===== src/rtl/multi_fault_recovery_ctrl.sv =====
`default_nettype none
// ============================================================================
// Module      : multi_fault_recovery_ctrl
// Description : Fault recovery sequencer for a CPU datapath. A fault seen in
//               NORMAL squashes the current instruction, holds the pipeline
//               for HOLD_CYCLES, then either retries from pc_saved or, once
//               MAX_RETRY retries are used, parks in SAFE until resume_req.
//               A run of CLEAN_WINDOW fault-free NORMAL cycles forgives
//               earlier retries.
// Config      : `define FAULT_RECOVERY_LOG_EN builds the fault_status and
//               fault_count logging registers. Otherwise both outputs are 0.
// Ports       : clk, reset (sync, active-low)
//               fault_vec          - fault flags, bit 0 = highest priority
//               *_write_normal     - datapath write enables
//               pc_current/saved   - current PC / PC of faulting instruction
//               resume_req         - release from SAFE
//               *_write_out        - gated write enables
//               pc_next            - PC to load
//               insert_nop         - squash current instruction
//               retry_en/recover_cpu, resume_cpu - one-cycle pulses
//               safe_mode          - high while in SAFE
//               fault_cause        - {valid, index} of latched fault
//               retry_count        - retries consumed
//               fault_status/count - sticky fault OR / entry count
// Revision    : 1.0 - initial release
// ============================================================================
module multi_fault_recovery_ctrl #(
   parameter int NUM_FAULTS   = 4,
   parameter int PC_W         = 32,
   parameter int MAX_RETRY    = 3,
   parameter int HOLD_CYCLES  = 2,
   parameter int CLEAN_WINDOW = 8
) (
   input  logic                            clk,
   input  logic                            reset,
   input  logic [NUM_FAULTS-1:0]           fault_vec,
   input  logic                            pc_write_normal,
   input  logic                            reg_write_normal,
   input  logic                            mem_write_normal,
   input  logic [PC_W-1:0]                 pc_current,
   input  logic [PC_W-1:0]                 pc_saved,
   input  logic                            resume_req,
   output logic                            pc_write_out,
   output logic                            reg_write_out,
   output logic                            mem_write_out,
   output logic [PC_W-1:0]                 pc_next,
   output logic                            insert_nop,
   output logic                            retry_en,
   output logic                            recover_cpu,
   output logic                            resume_cpu,
   output logic                            safe_mode,
   output logic [$clog2(NUM_FAULTS):0]     fault_cause,
   output logic [3:0]                      retry_count,
   output logic [NUM_FAULTS-1:0]           fault_status,
   output logic [15:0]                     fault_count
);

   localparam int CAUSE_W = $clog2(NUM_FAULTS) + 1;

   typedef enum logic [2:0] {
      ST_NORMAL = 3'd0,
      ST_SQUASH = 3'd1,
      ST_RETRY  = 3'd2,
      ST_SAFE   = 3'd3,
      ST_RESUME = 3'd4
   } state_t;

   state_t               r_state;
   state_t               w_next;
   logic [3:0]           r_hold;
   logic [7:0]           r_clean;
   logic [3:0]           r_retry;
   logic [CAUSE_W-1:0]   r_cause;
   logic [CAUSE_W-1:0]   w_cause_new;
   logic                 w_any_fault;
   logic                 w_enter_squash;

   assign w_any_fault    = |fault_vec;
   assign w_enter_squash = (r_state == ST_NORMAL) && w_any_fault;

   // Scan from the top down so the lowest set index wins.
   always_comb begin
      w_cause_new = '0;
      for (int i = NUM_FAULTS - 1; i >= 0; i--) begin
         if (fault_vec[i]) begin
            w_cause_new = CAUSE_W'(i);
            w_cause_new[CAUSE_W-1] = 1'b1;
         end
      end
   end

   always_ff @(posedge clk) begin
      if (!reset) begin
         r_state <= ST_NORMAL;
         r_hold  <= '0;
         r_clean <= '0;
         r_retry <= '0;
         r_cause <= '0;
      end else begin
         r_state <= w_next;
         r_hold  <= (r_state == ST_SQUASH) ? r_hold + 4'd1 : 4'd0;

         // Clean-run counter only advances on fault-free NORMAL cycles.
         if ((r_state == ST_NORMAL) && !w_any_fault) begin
            if (({1'b0, r_clean} + 9'd1) >= 9'(CLEAN_WINDOW)) begin
               r_clean <= '0;
               r_retry <= '0;
            end else begin
               r_clean <= r_clean + 8'd1;
            end
         end else begin
            r_clean <= '0;
         end

         if (w_enter_squash) begin
            r_cause <= w_cause_new;
         end

         if (r_state == ST_RETRY) begin
            r_retry <= r_retry + 4'd1;
         end

         if (r_state == ST_RESUME) begin
            r_retry                <= '0;
            r_cause[CAUSE_W-1]     <= 1'b0;
         end
      end
   end

   // Outputs are fully gated while reset is held so nothing leaks out.
   always_comb begin
      w_next        = r_state;
      pc_write_out  = 1'b0;
      reg_write_out = 1'b0;
      mem_write_out = 1'b0;
      pc_next       = pc_current;
      insert_nop    = 1'b0;
      retry_en      = 1'b0;
      resume_cpu    = 1'b0;
      safe_mode     = 1'b0;
      if (!reset) begin
         w_next = ST_NORMAL;
      end else begin
         case (r_state)
            ST_NORMAL: begin
               if (w_any_fault) begin
                  insert_nop = 1'b1;
                  w_next     = ST_SQUASH;
               end else begin
                  pc_write_out  = pc_write_normal;
                  reg_write_out = reg_write_normal;
                  mem_write_out = mem_write_normal;
               end
            end
            ST_SQUASH: begin
               insert_nop = 1'b1;
               if (r_hold == 4'(HOLD_CYCLES - 1)) begin
                  w_next = (r_retry < 4'(MAX_RETRY)) ? ST_RETRY : ST_SAFE;
               end
            end
            ST_RETRY: begin
               retry_en     = 1'b1;
               pc_write_out = 1'b1;
               pc_next      = pc_saved;
               w_next       = ST_NORMAL;
            end
            ST_SAFE: begin
               safe_mode  = 1'b1;
               insert_nop = 1'b1;
               if (resume_req) begin
                  w_next = ST_RESUME;
               end
            end
            ST_RESUME: begin
               resume_cpu   = 1'b1;
               pc_write_out = 1'b1;
               pc_next      = pc_saved;
               w_next       = ST_NORMAL;
            end
            default: w_next = ST_NORMAL;
         endcase
      end
   end

   assign recover_cpu = retry_en;
   assign retry_count = r_retry;
   assign fault_cause = r_cause;

`ifdef FAULT_RECOVERY_LOG_EN
   logic [NUM_FAULTS-1:0] r_status;
   logic [15:0]           r_count;

   always_ff @(posedge clk) begin
      if (!reset) begin
         r_status <= '0;
         r_count  <= '0;
      end else begin
         r_status <= r_status | fault_vec;
         if (w_enter_squash && (r_count != 16'hFFFF)) begin
            r_count <= r_count + 16'd1;
         end
      end
   end

   assign fault_status = r_status;
   assign fault_count  = r_count;
`else
   assign fault_status = '0;
   assign fault_count  = '0;
`endif

endmodule
`default_nettype wire


===== config.mk =====
export PLATFORM = sky130hd
export DESIGN_NAME = multi_fault_recovery_ctrl
export DESIGN_NICKNAME = d
export VERILOG_FILES = /design/src/rtl/multi_fault_recovery_ctrl.sv
export SDC_FILE = /design/constraint.sdc
export NUM_CORES = 1
export LEC_CHECK = 0
export BUFFER_PORTS_ARGS = -buffer_cell sky130_fd_sc_hd__buf_2
export CORE_AREA = 3 3 63 88
export CTS_CLUSTER_DIAMETER = 120
export DETAILED_ROUTE_END_ITERATION = 16
export DIE_AREA = 0 0 66 91
export PLACE_DENSITY = 0.72
export REMOVE_ABC_BUFFERS = 1
export SYNTH_ARGS = -nofsm -noshare
export SYNTH_HDL_FRONTEND = slang
export SYNTH_SLANG_ARGS = --single-unit

===== constraint.sdc =====
create_clock -name clk -period 3.5 [get_ports clk]
set_input_delay 0.35 -clock clk [delete_from_list [all_inputs] [get_ports clk]]
set_output_delay 0.35 -clock clk [all_outputs]
set_load 0.02 [all_outputs]

### Yosys cells after proc, flatten, opt, wreduce, memory -nomap -nowiden

Index checks and enable logic that the tools add are counted.

* add/sub/neg operators: 4
* magnitude comparators: 2
* equal/unequal tests: 8
* muxes and demuxes: 32
* bitwise logic cells: 2
* reduce and logical (&&, ||, !) cells: 14

Operator list (count)
* 2-to-1 mux 32 bit: 2
* 2-to-1 mux 3 bit: 7
* 2-to-1 mux 1 bit: 17
* 2-to-1 mux 4 bit: 3
* adder 8 x 1 -> 9 bit, second input constant: 1
* greater-or-equal comparator 9 x 4 -> 1 bit, second input constant: 1
* case mux 3 bit (3 select lines): 1
* adder 4 x 1 -> 4 bit, second input constant: 2
* adder 8 x 1 -> 8 bit, second input constant: 1
* == test 3 x 2 -> 1 bit, second input constant: 2
* OR reduction 2 bit: 3
* == test 4 x 1 -> 1 bit, second input constant: 1
* less-than comparator 4 x 2 -> 1 bit, second input constant: 1
* != test 2 bit, second input constant: 2
* case mux 1 bit (2 select lines): 2
* AND reduction 2 bit: 2
* nonzero test 2 bit: 2
* OR reduction 4 bit: 1
* == test 3 x 1 -> 1 bit, second input constant: 1
* == test 3 bit, second input constant: 1
* zero test 3 bit: 1
* AND reduction 3 bit: 1
* OR reduction 3 bit: 1
* logical AND 1 bit: 2
* other kinds (3): 4

* register bits after elaboration: 22
* bits of input ports: 74
* output and inout bits: 67
* word-level logic and storage cells: 68

### Longest topological paths before layout

* depth after elaboration: 5
* depth in mapped cells: 6
* gate-level depth less buffers: 5

### Worst setup path after synthesis

No wires, ideal clock.

* kind: register to output
* start point: reg r_state[0]
* end point: out pc_next[10]
* arrival time: 1.505 ns
* setup slack: 1.645 ns
* stages on the path, launching flop included: 6
* buffers on the path: 1
* cell sequence: dfxtp_1 > nand2b_1 > nor3_4 > nor2_4 > buf_6 > mux2_4

* longest elaborated chain between the ends: 4
* elaborated cells on any way between the ends: 5
* classes of those cells: eq/ne: 2; mux: 2; reduce/logical: 1

RTL lines
* start: declaration: RTL line 68 `state_t r_state;`
* start signal: assignment: RTL line 100 `r_state <= w_next;`
* == test 3 x 2 -> 1 bit / == test 3 bit (equally long branches): RTL line 144 `case (r_state)`
* OR reduction 2 bit (no source line) *
* 2-to-1 mux 32 bit *: RTL line 144
* 2-to-1 mux 32 bit *: RTL line 141 `if (!reset) begin`
* end: declaration: RTL line 46 `output logic [PC_W-1:0] pc_next,`

Every way passes the cells marked *; elsewhere a longest branch is shown, timed or not.

### Final worst setup path

* start point: reg r_state[1]
* end point: out pc_next[23]

The elaborated chain is that of the path after synthesis.

==> metrics <==
status finished clean; post-synthesis cell area 0.00166 mm2; htree depth 1; DRC Markers 0; Final setup viols 0; initial antenna violation count 1; global-route wire length before repair 7.37 mm; Crit path largest cell delay 520 ps; layout cell share with drive strength beyond 1 58.3%; Cell Pwr Density 312 mW/mm2; class of the worst hold path in -> reg; Critical Path Fanout Max 15; post-route ant nets 0; GRT overflow 0; crit end category primary output; synthesized instance count 165; Die Y 91 um; RD Place Congestion 0.841; Initial Utilization 34.3%; Slew Limit Fails 0; Max Root-Sink Buffers 2; post-DR wirelength/cell 14.8 um; Max-Cap Viols 0; final period utilization 78.7%; dpl hpwl 4.64 mm; first-pass detailed-route iteration total 4; Placement Rows 30; sequential share of the synthesized area 26.5%; cell taking the most area after synthesis dfxtp_1; Slowest-stage cell, CP dfxtp_1; Hold WS 318 ps; Worst-path clk slew 70 ps; Ys Warns 0; Layout fillers 439; Fin. Hold Viols 0; post-CTS setup buffers 0; GRT Util Overall 16.3%; final wirelength 5.23 mm; WS Path Type reg -> out; # resized after CTS 0; CTS tree yes; #FFs+latches synth 22; Root Buffer clkbuf_8; Vias 1597; peak supply drop 0.000165 V; post-synth top area share 26.5%; Synth cell types 41; die area 0.00601 mm2; CTS Buf Count 3; clock sinks 22; sequence of cells on the critical path nor2_2, and3_4, nor2_4, buf_4, mux2_4, buf_2; vias in the first global route 1508; Post-Route Setup TNS 0 ps; largest cells by area after synthesis dfxtp_1 (27%), mux2_4 (26%), buf_4 (9.5%); crit path DAT 2400 ps; Worst Skew 3.54 ps; vias per cell 4.52; Critical Path RT 3150 ps; RSZ-0062 raised after global routing false; Slew headroom 59.9%; nets 369; multi-input logic area 0.00108 mm2; area of the core 0.00484 mm2; Slew @ Worst Pin 596 ps; Final min period 2750 ps; type of origin of the critical path register; port bufs 120; io pins 141; Die W 66 um; largest net degree at the start of global routing 16; leak pwr 1.30 nW; Reg area 440 um2; Async S/R FF share, synth 0%; Clock Latency Late Sink 260 ps; fmax 0.363 GHz; syn_area_per_cell 10.1 um2; CTS Hold Bufs 0; Area Overhead vs Synth 37.8%; Power Total 0.714 mW; Post-synth top flop dfxtp_1; number of synthesized flops with an enable pin 0; First DRT Iteration DRCs 41
-- path summary, 6_finish.rpt --
check / from / slack, ps / to / cells after the start
worst max-delay path: r_state[1] / 750 / pc_next[23] / 6
worst min register to register: r_hold[0] / 470 / r_hold[0] / 1
worst max register to register: r_clean[4] / 1940 / retry_count[0] / 4
worst min-delay path: resume_req / 320 / r_state[2] / 2
-- cell usage after synthesis (all sizes together), types with 2 or more instances --
| cell | number |
|---|---|
| a211oi | 2 |
| a21oi | 7 |
| and2 | 4 |
| and3 | 4 |
| buf | 26 |
| dfxtp | 22 |
| ha | 5 |
| inv | 7 |
| mux2 | 32 |
| nand2 | 7 |
| nand2b | 2 |
| nand3 | 4 |
| nor2 | 14 |
| nor2b | 2 |
| nor4 | 3 |
| o21ai | 5 |
| o221a | 2 |
| o31ai | 2 |
| xnor2 | 2 |
| xor2 | 2 |
-- state kept, by name (all words and copies together), names as in the netlist --
signal       cells
r_state          3
fault_cause      3
r_hold           4
r_clean          8
retry_count      4
-- cell type report --
cell class / count / area share [%]
multi-input cells: 134 / 47.3
repair buffers: 122 / 26.9
flip-flops and latches: 22 / 19.2
well taps: 64 / 3.50
clock buffers: 3 / 1.80
inverters: 7 / 1.15
diodes: 1 / 0.109
-- cells by family after synthesis --
| group | count (synthesis) | share of synthesized area [%] |
|---|---|---|
| simple gates | 46 | 16.1 |
| buf+inv | 33 | 13.7 |
| mux | 32 | 28.2 |
| compound gates | 22 | 9.34 |
| flops | 22 | 26.5 |
| fa+ha+maj | 5 | 3.77 |
| xor+xnor | 4 | 2.11 |
| other cells | 1 | 0.226 |
-- layer usage --
layer	routed length, um	vias to the layer above	global-route usage, %
li1	-	779	-
met1	2050	698	20.1
met5	0	-	0
met3	721	10	3.84
met2	2300	110	26.7
met4	163	0	6.61
-- where the power goes --
group	leakage [nW]	internal, mW	switching [mW]
clock	0.0216	0.0766	0.0734
combinational	1.10	0.119	0.152
sequential	0.181	0.272	0.0219
-- through the flow --
step           worst slack (ps)  std cells  area, um2  util [%]
3_3_place_gp               1090        349       2250      46.4
4_1_cts                     746        352       2290      47.2
2_1_floorplan              1110        163       1550         -
5_1_grt                     634        353       2290      47.3
3_5_place_dp               1040        349       2250      46.4
6_report                    747        353       2290      47.3
-- cell usage in the layout (no fill, tap or decap), drive strengths merged, types with 3 or more instances in the layout --
master / count
a21oi: 7
and2: 4
and3: 4
buf: 122
clkbuf: 3
conb: 25
dfxtp: 22
ha: 5
inv: 7
mux2: 32
nand2: 7
nand3: 4
nor2: 14
nor4: 3
o21ai: 5
-- worst max-delay path: cells and delay by family (launching register included) --
family                 cells  cell delay [ps]
DFF                        1              520
muxes                      1              330
and+or+nand+nor            3              770
buffers and inverters      2              530
(Power assumes the default switching activity.)
